**config.mk**
```make
export PLATFORM = sky130hd
export DESIGN_NAME = jpeg_byte_unstuffer
export DESIGN_NICKNAME = d
export VERILOG_FILES = /design/src/rtl/jpeg_byte_unstuffer_pkg.sv /design/src/rtl/jpeg_byte_unstuffer_word_packer.sv /design/src/rtl/jpeg_byte_unstuffer.sv
export SDC_FILE = /design/constraint.sdc
export NUM_CORES = 1
export LEC_CHECK = 0
export BUFFER_PORTS_ARGS = -buffer_cell sky130_fd_sc_hd__buf_4
export CAP_MARGIN = 20
export CORE_MARGIN = 1.5
export CORE_UTILIZATION = 45
export CTS_CLUSTER_SIZE = 30
export DETAILED_ROUTE_END_ITERATION = 16
export SYNTH_ARGS = -nofsm -noshare
export SYNTH_HDL_FRONTEND = slang
export SYNTH_HIERARCHICAL = 1
export SYNTH_SLANG_ARGS = --single-unit
```
**constraint.sdc**
```tcl
create_clock -name clk -period 4.41 [get_ports clk]
set_input_delay 0.6615 -clock clk [delete_from_list [all_inputs] [get_ports clk]]
set_output_delay 0.6615 -clock clk [all_outputs]
set_load 0.01 [all_outputs]
```
**src/rtl/jpeg_byte_unstuffer_pkg.sv**
```systemverilog
// Shared definitions for the JPEG scan-data unstuffer: bus width, marker bytes, FSM states.
package jpeg_byte_unstuffer_pkg;

    localparam int IN_BUS_WIDTH   = 32;
    localparam int PERIOD         = 10;
    localparam int BYTES_PER_WORD = IN_BUS_WIDTH / 8;

    localparam logic [7:0] FILL_BYTE     = 8'hFF;
    localparam logic [7:0] MARKER_PREFIX = 8'hFF;
    localparam logic [7:0] STUFF_BYTE    = 8'h00;
    localparam logic [7:0] RST0          = 8'hD0;
    localparam logic [7:0] RST7          = 8'hD7;
    localparam logic [7:0] EOI           = 8'hD9;

    typedef enum logic [1:0] {
        NORMAL = 2'd0,
        SAW_FF = 2'd1,
        HALT   = 2'd2
    } unstuff_state_e;

    function automatic logic is_rst_marker(input logic [7:0] code);
        return (code >= RST0) && (code <= RST7);
    endfunction

endpackage

```
**src/rtl/jpeg_byte_unstuffer_word_packer.sv**
```systemverilog
// Packs bytes MSB-first into words, double-buffered by a holding register that feeds the
// decoder's request/valid handshake at most one word every two cycles.
module jpeg_word_packer
    import jpeg_byte_unstuffer_pkg::*;
(
    input  logic                    clk,
    input  logic                    rst,
    input  logic                    app_vld,
    input  logic [7:0]              app_byte,
    input  logic                    flush,
    input  logic                    clear_cnt,
    input  logic                    request,
    output logic                    slot_free,
    output logic [IN_BUS_WIDTH-1:0] data_out,
    output logic                    valid_out
);

    localparam int CNT_W = $clog2(BYTES_PER_WORD + 1);
    localparam logic [CNT_W-1:0] CNT_FULL = CNT_W'(BYTES_PER_WORD);

    logic [IN_BUS_WIDTH-1:0] acc_q, acc_d;
    logic [IN_BUS_WIDTH-1:0] hold_q, hold_d;
    logic [IN_BUS_WIDTH-1:0] data_out_q, data_out_d;
    logic [CNT_W-1:0]        cnt_q, cnt_d;
    logic                    hold_full_q, hold_full_d;
    logic                    valid_out_q, valid_out_d;
    logic                    deliver;
    logic                    transfer;

    always_comb begin
        deliver  = request && hold_full_q && !valid_out_q;
        transfer = (cnt_q == CNT_FULL) && (!hold_full_q || deliver);

        acc_d       = acc_q;
        cnt_d       = cnt_q;
        hold_d      = hold_q;
        hold_full_d = hold_full_q;
        data_out_d  = data_out_q;
        valid_out_d = deliver;

        if (deliver) begin
            data_out_d  = hold_q;
            hold_full_d = 1'b0;
        end

        // Transfer first so a byte arriving in the same cycle starts the next word.
        if (transfer) begin
            hold_d      = acc_q;
            hold_full_d = 1'b1;
            cnt_d       = '0;
        end

        if (app_vld) begin
            for (int i = 0; i < BYTES_PER_WORD; i++) begin
                if (cnt_d == CNT_W'(i)) begin
                    acc_d[8*(BYTES_PER_WORD-1-i) +: 8] = app_byte;
                end
            end
            cnt_d = cnt_d + CNT_W'(1);
        end

        if (flush && (cnt_d != '0)) begin
            for (int i = 0; i < BYTES_PER_WORD; i++) begin
                if (CNT_W'(i) >= cnt_d) begin
                    acc_d[8*(BYTES_PER_WORD-1-i) +: 8] = FILL_BYTE;
                end
            end
            cnt_d = CNT_FULL;
        end

        // A flushed word still waiting for the holding register is not a partial; keep it.
        if (clear_cnt && (cnt_d != CNT_FULL)) begin
            cnt_d = '0;
        end
    end

    always_ff @(posedge clk or posedge rst) begin
        if (rst) begin
            acc_q       <= '0;
            cnt_q       <= '0;
            hold_q      <= '0;
            hold_full_q <= 1'b0;
            data_out_q  <= '0;
            valid_out_q <= 1'b0;
        end else begin
            acc_q       <= acc_d;
            cnt_q       <= cnt_d;
            hold_q      <= hold_d;
            hold_full_q <= hold_full_d;
            data_out_q  <= data_out_d;
            valid_out_q <= valid_out_d;
        end
    end

    assign slot_free = (cnt_q != CNT_FULL) || !hold_full_q || deliver;
    assign data_out  = data_out_q;
    assign valid_out = valid_out_q;

endmodule

```
**src/rtl/jpeg_byte_unstuffer.sv**
```systemverilog
// Removes 0xFF00 stuffing from a JPEG scan stream, reports markers, and halts on any
// non-restart marker until resumed; word packing/delivery lives in jpeg_word_packer.
module jpeg_byte_unstuffer
    import jpeg_byte_unstuffer_pkg::*;
(
    input  logic                    clk,
    input  logic                    rst,
    input  logic [7:0]              byte_in,
    input  logic                    byte_valid,
    output logic                    byte_ready,
    input  logic                    resume,
    input  logic                    request,
    output logic [IN_BUS_WIDTH-1:0] data_out,
    output logic                    valid_out,
    output logic                    marker_valid,
    output logic [7:0]              marker_code,
    output logic                    halted
);

    unstuff_state_e state_q, state_d;
    logic           marker_valid_q, marker_valid_d;
    logic [7:0]     marker_code_q, marker_code_d;
    logic           slot_free;
    logic           accept;
    logic           app_vld;
    logic [7:0]     app_byte;
    logic           flush;
    logic           clear_cnt;

    assign byte_ready = (state_q != HALT) && slot_free;
    assign accept     = byte_valid && byte_ready;

    always_comb begin
        state_d        = state_q;
        app_vld        = 1'b0;
        app_byte       = byte_in;
        flush          = 1'b0;
        clear_cnt      = 1'b0;
        marker_valid_d = 1'b0;
        marker_code_d  = marker_code_q;

        case (state_q)
            NORMAL: begin
                if (accept) begin
                    if (byte_in == MARKER_PREFIX) begin
                        state_d = SAW_FF;
                    end else begin
                        app_vld = 1'b1;
                    end
                end
            end
            SAW_FF: begin
                if (accept) begin
                    if (byte_in == STUFF_BYTE) begin
                        app_vld  = 1'b1;
                        app_byte = MARKER_PREFIX;
                        state_d  = NORMAL;
                    end else if (byte_in != MARKER_PREFIX) begin
                        // Runs of FF are fill; anything else here is a marker code.
                        flush          = 1'b1;
                        marker_valid_d = 1'b1;
                        marker_code_d  = byte_in;
                        state_d        = is_rst_marker(byte_in) ? NORMAL : HALT;
                    end
                end
            end
            HALT: begin
                if (resume) begin
                    state_d   = NORMAL;
                    clear_cnt = 1'b1;
                end
            end
            default: state_d = NORMAL;
        endcase
    end

    always_ff @(posedge clk or posedge rst) begin
        if (rst) begin
            state_q        <= NORMAL;
            marker_valid_q <= 1'b0;
            marker_code_q  <= 8'h00;
        end else begin
            state_q        <= state_d;
            marker_valid_q <= marker_valid_d;
            marker_code_q  <= marker_code_d;
        end
    end

    assign marker_valid = marker_valid_q;
    assign marker_code  = marker_code_q;
    assign halted       = (state_q == HALT);

    jpeg_word_packer u_packer (
        .clk       (clk),
        .rst       (rst),
        .app_vld   (app_vld),
        .app_byte  (app_byte),
        .flush     (flush),
        .clear_cnt (clear_cnt),
        .request   (request),
        .slot_free (slot_free),
        .data_out  (data_out),
        .valid_out (valid_out)
    );

endmodule

```
### Word level (Yosys, flattened, before mapping)

Index checks and enable logic that the tools add are counted.

* bits in registers: 112
* logic and storage cells: 91
* output and inout bits: 44

* equality and inequality tests: 16
* add/subtract/negate cells: 1
* muxes and demuxes: 38
* bitwise gates (word level): 1
* reduce and logical (&&, ||, !) cells: 20
* magnitude comparators: 6

Operator list (number)
* $mux W8: 11
* $mux W32: 2
* $mux W2: 7
* $mux W1: 12
* $mux W3: 4
* $ne A2 B2 Y1 const B: 5
* $ne A3 B3 Y1 const B: 3
* $eq A8 B8 Y1 const B: 1
* $ge A8 B8 Y1 const B: 1
* $le A8 B8 Y1 const B: 1
* $logic_and A1 B1 Y1: 8
* $logic_not A8 Y1: 1
* $ne A8 B8 Y1 const B: 1
* $eq A3 B2 Y1 const B: 2
* $ge A1 B3 Y1 const A: 2
* $ge A2 B3 Y1 const A: 2
* $pmux W2 S3: 1
* $reduce_and A5 Y1: 1
* $reduce_and A4 Y1: 1
* $add A3 B1 Y3 const B: 1
* $eq A3 B1 Y1 const B: 1
* $eq A3 B3 Y1 const B: 1
* $logic_not A3 Y1: 1
* $logic_or A1 B1 Y1: 3
* other kinds (8): 9

### Longest topological paths before layout

* word-level depth: 14
* mapped depth: 10
* mapped depth without buffers: 8

### Cells and area by module

Netlist, hierarchy kept.

Modules (own cells, without submodules)
* jpeg_word_packer: instances 1, cells an instance 287, area each 4185.3 µm²
* jpeg_byte_unstuffer: instances 1, cells an instance 50, area each 609.3 µm²

### Least setup slack after synthesis

Ideal clock, no wire load.

* kind: in2reg
* from: input port byte_in[1]
* to: register u_packer.acc_q[14]
* setup slack: 1.604 ns
* buffers on the path: 1
* arrival: 2.679 ns
* stages on the path: 7
* path through: nor4_2 -> nand2_1 -> a2111oi_2 -> buf_4 -> o2111ai_4 -> mux2i_1 -> o21ai_2

* cells in the longest elaborated chain, start to end: 8
* elaborated cells between the ends (all ways): 23

RTL lines
* from (decl): RTL line jpeg_byte_unstuffer.sv:8 `input logic [7:0] byte_in,`
* $eq A8 B8 Y1 or $logic_not A8 Y1 (tied branches): RTL line jpeg_byte_unstuffer.sv:45, jpeg_byte_unstuffer.sv:54
* $mux W1 (on tied branches): RTL line jpeg_byte_unstuffer.sv:45, jpeg_byte_unstuffer.sv:54
* $mux W1 (on tied branches): RTL line jpeg_byte_unstuffer.sv:44, jpeg_byte_unstuffer.sv:53
* $pmux W1 S2 (*): RTL line jpeg_byte_unstuffer.sv:42 `case (state_q)`
* named net app_vld: RTL line jpeg_byte_unstuffer.sv:25 `logic app_vld;`
* $mux W3: RTL line jpeg_byte_unstuffer_word_packer.sv:53 `if (app_vld) begin`
* $ge A2 B3 Y1 or $reduce_bool A3 Y1 (tied branches): RTL line jpeg_byte_unstuffer_word_packer.sv:64, jpeg_byte_unstuffer_word_packer.sv:62
* $mux W8 or $logic_and A1 B1 Y1 (tied branches): RTL line jpeg_byte_unstuffer_word_packer.sv:64, jpeg_byte_unstuffer_word_packer.sv:62
* $mux W32 (*): RTL line jpeg_byte_unstuffer_word_packer.sv:62 `if (flush && (cnt_d != '0)) begin`
* named net u_packer.acc_d[14]: RTL line jpeg_byte_unstuffer_word_packer.sv:21 `logic [IN_BUS_WIDTH-1:0] acc_q, acc_d;`
* to (signal assigned): RTL line jpeg_byte_unstuffer_word_packer.sv:79 `acc_q <= '0;`
* to (signal assigned): RTL line jpeg_byte_unstuffer_word_packer.sv:86 `acc_q <= acc_d;`
* to (decl): RTL line jpeg_byte_unstuffer_word_packer.sv:21

The timed path passes the listed nets; every way through them passes the cells marked *.
A chain may end at the register's enable or synchronous reset.

### Final worst setup path

* from: register u_packer.cnt_q[0]
* to: register u_packer.acc_q[9]

* cells in the longest elaborated chain, start to end: 11
* elaborated cells between the ends (all ways): 25

RTL lines
* from (decl): RTL line jpeg_byte_unstuffer_word_packer.sv:24 `logic [CNT_W-1:0] cnt_q, cnt_d;`
* from (signal assigned): RTL line jpeg_byte_unstuffer_word_packer.sv:87 `cnt_q <= cnt_d;`
* $ne A3 B3 Y1 (*): RTL line jpeg_byte_unstuffer_word_packer.sv:95 `assign slot_free = (cnt_q != CNT_FULL) || !hold_full_q || deliver;`
* $logic_or A1 B1 Y1 (*) (2 in a row): RTL line jpeg_byte_unstuffer_word_packer.sv:95
* named net slot_free: RTL line jpeg_byte_unstuffer.sv:23 `logic slot_free;`
* $logic_and A1 B1 Y1 (*): RTL line jpeg_byte_unstuffer.sv:30 `assign byte_ready = (state_q != HALT) && slot_free;`
* $logic_and A1 B1 Y1 (*): RTL line jpeg_byte_unstuffer.sv:31 `assign accept = byte_valid && byte_ready;`
* $mux W1 (on tied branches): RTL line jpeg_byte_unstuffer.sv:53, jpeg_byte_unstuffer.sv:44
* $pmux W1 S2 (*): RTL line jpeg_byte_unstuffer.sv:42
* named net app_vld: RTL line jpeg_byte_unstuffer.sv:25
* $mux W3: RTL line jpeg_byte_unstuffer_word_packer.sv:53
* $ge A2 B3 Y1 or $reduce_bool A3 Y1 (tied branches): RTL line jpeg_byte_unstuffer_word_packer.sv:64, jpeg_byte_unstuffer_word_packer.sv:62
* $mux W8 or $logic_and A1 B1 Y1 (tied branches): RTL line jpeg_byte_unstuffer_word_packer.sv:64, jpeg_byte_unstuffer_word_packer.sv:62
* $mux W32 (*): RTL line jpeg_byte_unstuffer_word_packer.sv:62
* named net u_packer.acc_d[9]: RTL line jpeg_byte_unstuffer_word_packer.sv:21

Marked as above.

==> results_dict.tcl <==
set metrics [dict create \
    status "complete, no violations" \
    use_met2_pct 25.1 \
    aggregate_global_route_resource_usage_pct 16.4 \
    vdd_ir_drop_max_mv 0.252 \
    grt_antenna_before_repair 0 \
    clk_transition_reported_paths_ns 0.11 \
    placed_inst_area_sq_um 5330 \
    timing.rr.start "u_packer/cnt_q[0]" \
    grt_max_degree 76 \
    synth_top_cell_area_share_pct 58.5 \
    synth-async-reset-ratio_pct 100 \
    finalCritPeriodShare_pct 63.0 \
    wl_microns 8410 \
    clock_tree.htree_level_count 3 \
    detailedRoute.firstPassIterationCount 4 \
    grt_first_pass_wirelength_microns 14300 \
    finish.instance_area_sq_um 5550 \
    ys_top_cells_by_area "dfrtp_1, mux2_2, mux2i_1" \
    floorplan.die.width_microns 106 \
    end_kind "register" \
    finalMaxSlewViolations 0 \
    cts_sink_count 112 \
    cts_hold_repair.buffers 0 \
    yosys_register_bits 112 \
    synth_seq_area_share_pct 58.5 \
    dp.final_hpwl_microns 5750 \
    synth-warning-count 6 \
    synth-edff-count 0 \
    post_cts_buffers 0 \
    timing.clock.skew_ns 0.00907 \
    start_util_pct 46.4 \
    route.antenna.remaining_nets 0 \
    cts-resized-gates 0 \
    clock_tree.buffer_depth 2 \
    grt_overflow 0 \
    die_height_microns 106 \
    netlist-cell-type-count 46 \
    drc 0 \
    average_cell_area_after_synthesis_sq_um 14.2 \
    finalWeightedCongestion 0.822 \
    syn_area_sq_um 4790 \
    setup_tns_ns 0 \
    share_of_final_layout_standard_cells_stronger_than_drive_strength_1_pct 43.4 \
    p_leak_nw 2.72 \
    critPathRequiredTime_ns 4.69 \
    post-place-cells 520 \
    wl_per_cell_microns 15.7 \
    postSynthCellCount 337 \
    dominant_cell_type_by_area_after_synthesis "dfrtp_1" \
    diode_insertion_count_for_antenna_repair 0 \
    max-slew-margin-rel_pct 39.1 \
    via_per_inst 5.09 \
    worst-slew-pin-transition_ns 0.914 \
    rsz0062_at_grt "false" \
    top_usage_layer "met2" \
    tritoncts "built" \
    startpoint_type_of_the_worst_setup_path "register" \
    drt_iter0_drc 65 \
    setup_viols_final 0 \
    worstPathArrival_ns 3.06 \
    pin_count 57 \
    synth_top_flop_cell "dfrtp_1" \
    hp-class "in2async" \
    buffer_ports.inserted 56 \
    cp-startpoint "u_packer/cnt_q[0]" \
    finalCoreUtilization_pct 53.8 \
    fin_nets 414 \
    grt_use_met1_pct 23.4 \
    design.die.area_sq_um 11300 \
    max-cap-violations 0 \
    critPathKind "reg2reg" \
    coreArea_sq_um 10300 \
    tritoncts.num_buffers 9 \
    areaGrowthSynthToFinish_pct 15.8 \
    timing.reg2reg.setup_slack_ns 1.63 \
    core.rowCount 37 \
    clock_insertion_delay_at_the_later_pin_of_the_skew_report_ns 0.37 \
    grt_pass1_vias 2830 \
    report.final.hold_viol_count 0 \
    syn_nets 355 \
    clk_root_buffer_cell "clkbuf_8" \
    cp_max_fo 16 \
    dr_total_vias 2734 \
    period_needed_ns 2.78 \
    grt_use_met3_pct 2.45 \
    clock.fmax_mhz 360 \
    post_layout_instance_count_excluding_filler_cells 537 \
    tot_pwr_w 0.00353 \
    power.density_cell_area_nw_per_um2 636 \
]
logic make-up after synthesis:
logic type	synth area share, %
simple gates	9.03
compound gates	5.77
buf+inv	2.51
xor+xnor	0.183
mux	22.8
fa+ha+maj	1.30
flops	58.5
cell usage in the layout (no fill, tap or decap), types with 3 or more instances in the layout:
cell type  instances
buf_4             59
o21ai_0            9
clkbuf_8          11
mux2_2            69
ha_1               5
inv_1              7
mux2i_1           16
nand2_1           34
mux2_4             8
nand3_1            9
dfrtp_1          112
mux2_1             3
nand2b_1          12
o2111ai_4          3
registers in the layout, indices dropped and copies added (netlist names):
signal,flops
marker_code,8
marker_valid,1
state_q,2
u_packer/acc_q,32
u_packer/cnt_q,3
u_packer/data_out,32
u_packer/hold_full_q,1
u_packer/hold_q,32
u_packer/valid_out,1
layout make-up:
type | instances | area, sq um
clock buffers | 11 | 151
clock inverters | 5 | 46.3
fillers | 875 | 4770
inverters | 8 | 32.5
multi-input cells | 205 | 1880
flip-flops and latches | 112 | 2800
well taps | 136 | 170
repair buffers | 60 | 463
stage by stage:
step	hold WS [ns]	setup WS, ns
floorplan	0.454	1.10
global placement	0.478	1.46
detailed placement	0.479	1.42
CTS	0.299	1.64
global route	0.327	1.35
finish	0.295	1.63
critical path: stages, from the launching register on:
cell and delay, ns:
dfrtp_1 0.67, nor2_2 0.11, nand4_1 0.15, nand2_1 0.17, a2111oi_4 0.61, nor3_1 0.13, a31oi_2 0.27, o2111ai_4 0.33
o21ai_0 0.25
synthesized netlist by cell type, drive strengths merged, types with 2 or more instances:
library cell,instances
ha,5
nand2b,12
nor3,2
o21ai,12
inv,8
a21oi,3
nor4,2
nor3b,2
mux2i,16
clkbuf,2
nand4,2
dfrtp,112
o2111ai,3
nand3,11
nor2,3
mux2,80
and3,2
and2,3
nand2,35
buf,10
path summary, 6_finish.rpt:
kind / to / depth (start not counted)
hold / removal: marker_code[4] / 2
setup reg to reg: u_packer/acc_q[9] / 8
max in group asynchronous: u_packer/hold_q[31] / 3
setup / recovery: u_packer/acc_q[9] / 8
min in group clk: state_q[1] / 2
hold reg to reg: u_packer/data_out[21] / 1
report_power, final:
| part | internal, W | total (W) | leakage, nW | switching (W) |
|---|---|---|---|---|
| Clock | 0.000247 | 0.000598 | 0.102 | 0.000351 |
| Sequential | 0.00147 | 0.00174 | 1.40 | 0.000264 |
| Combinational | 0.000684 | 0.00120 | 1.22 | 0.000514 |
per-layer routing:
metal  up-vias  part of all wire [%]
li1       1305                     -
met1      1359                    48
met2        59                    46
met3        11                   4.1
met4         0                   1.7
met5         -                     0
Power figures use the tool's default switching activity.
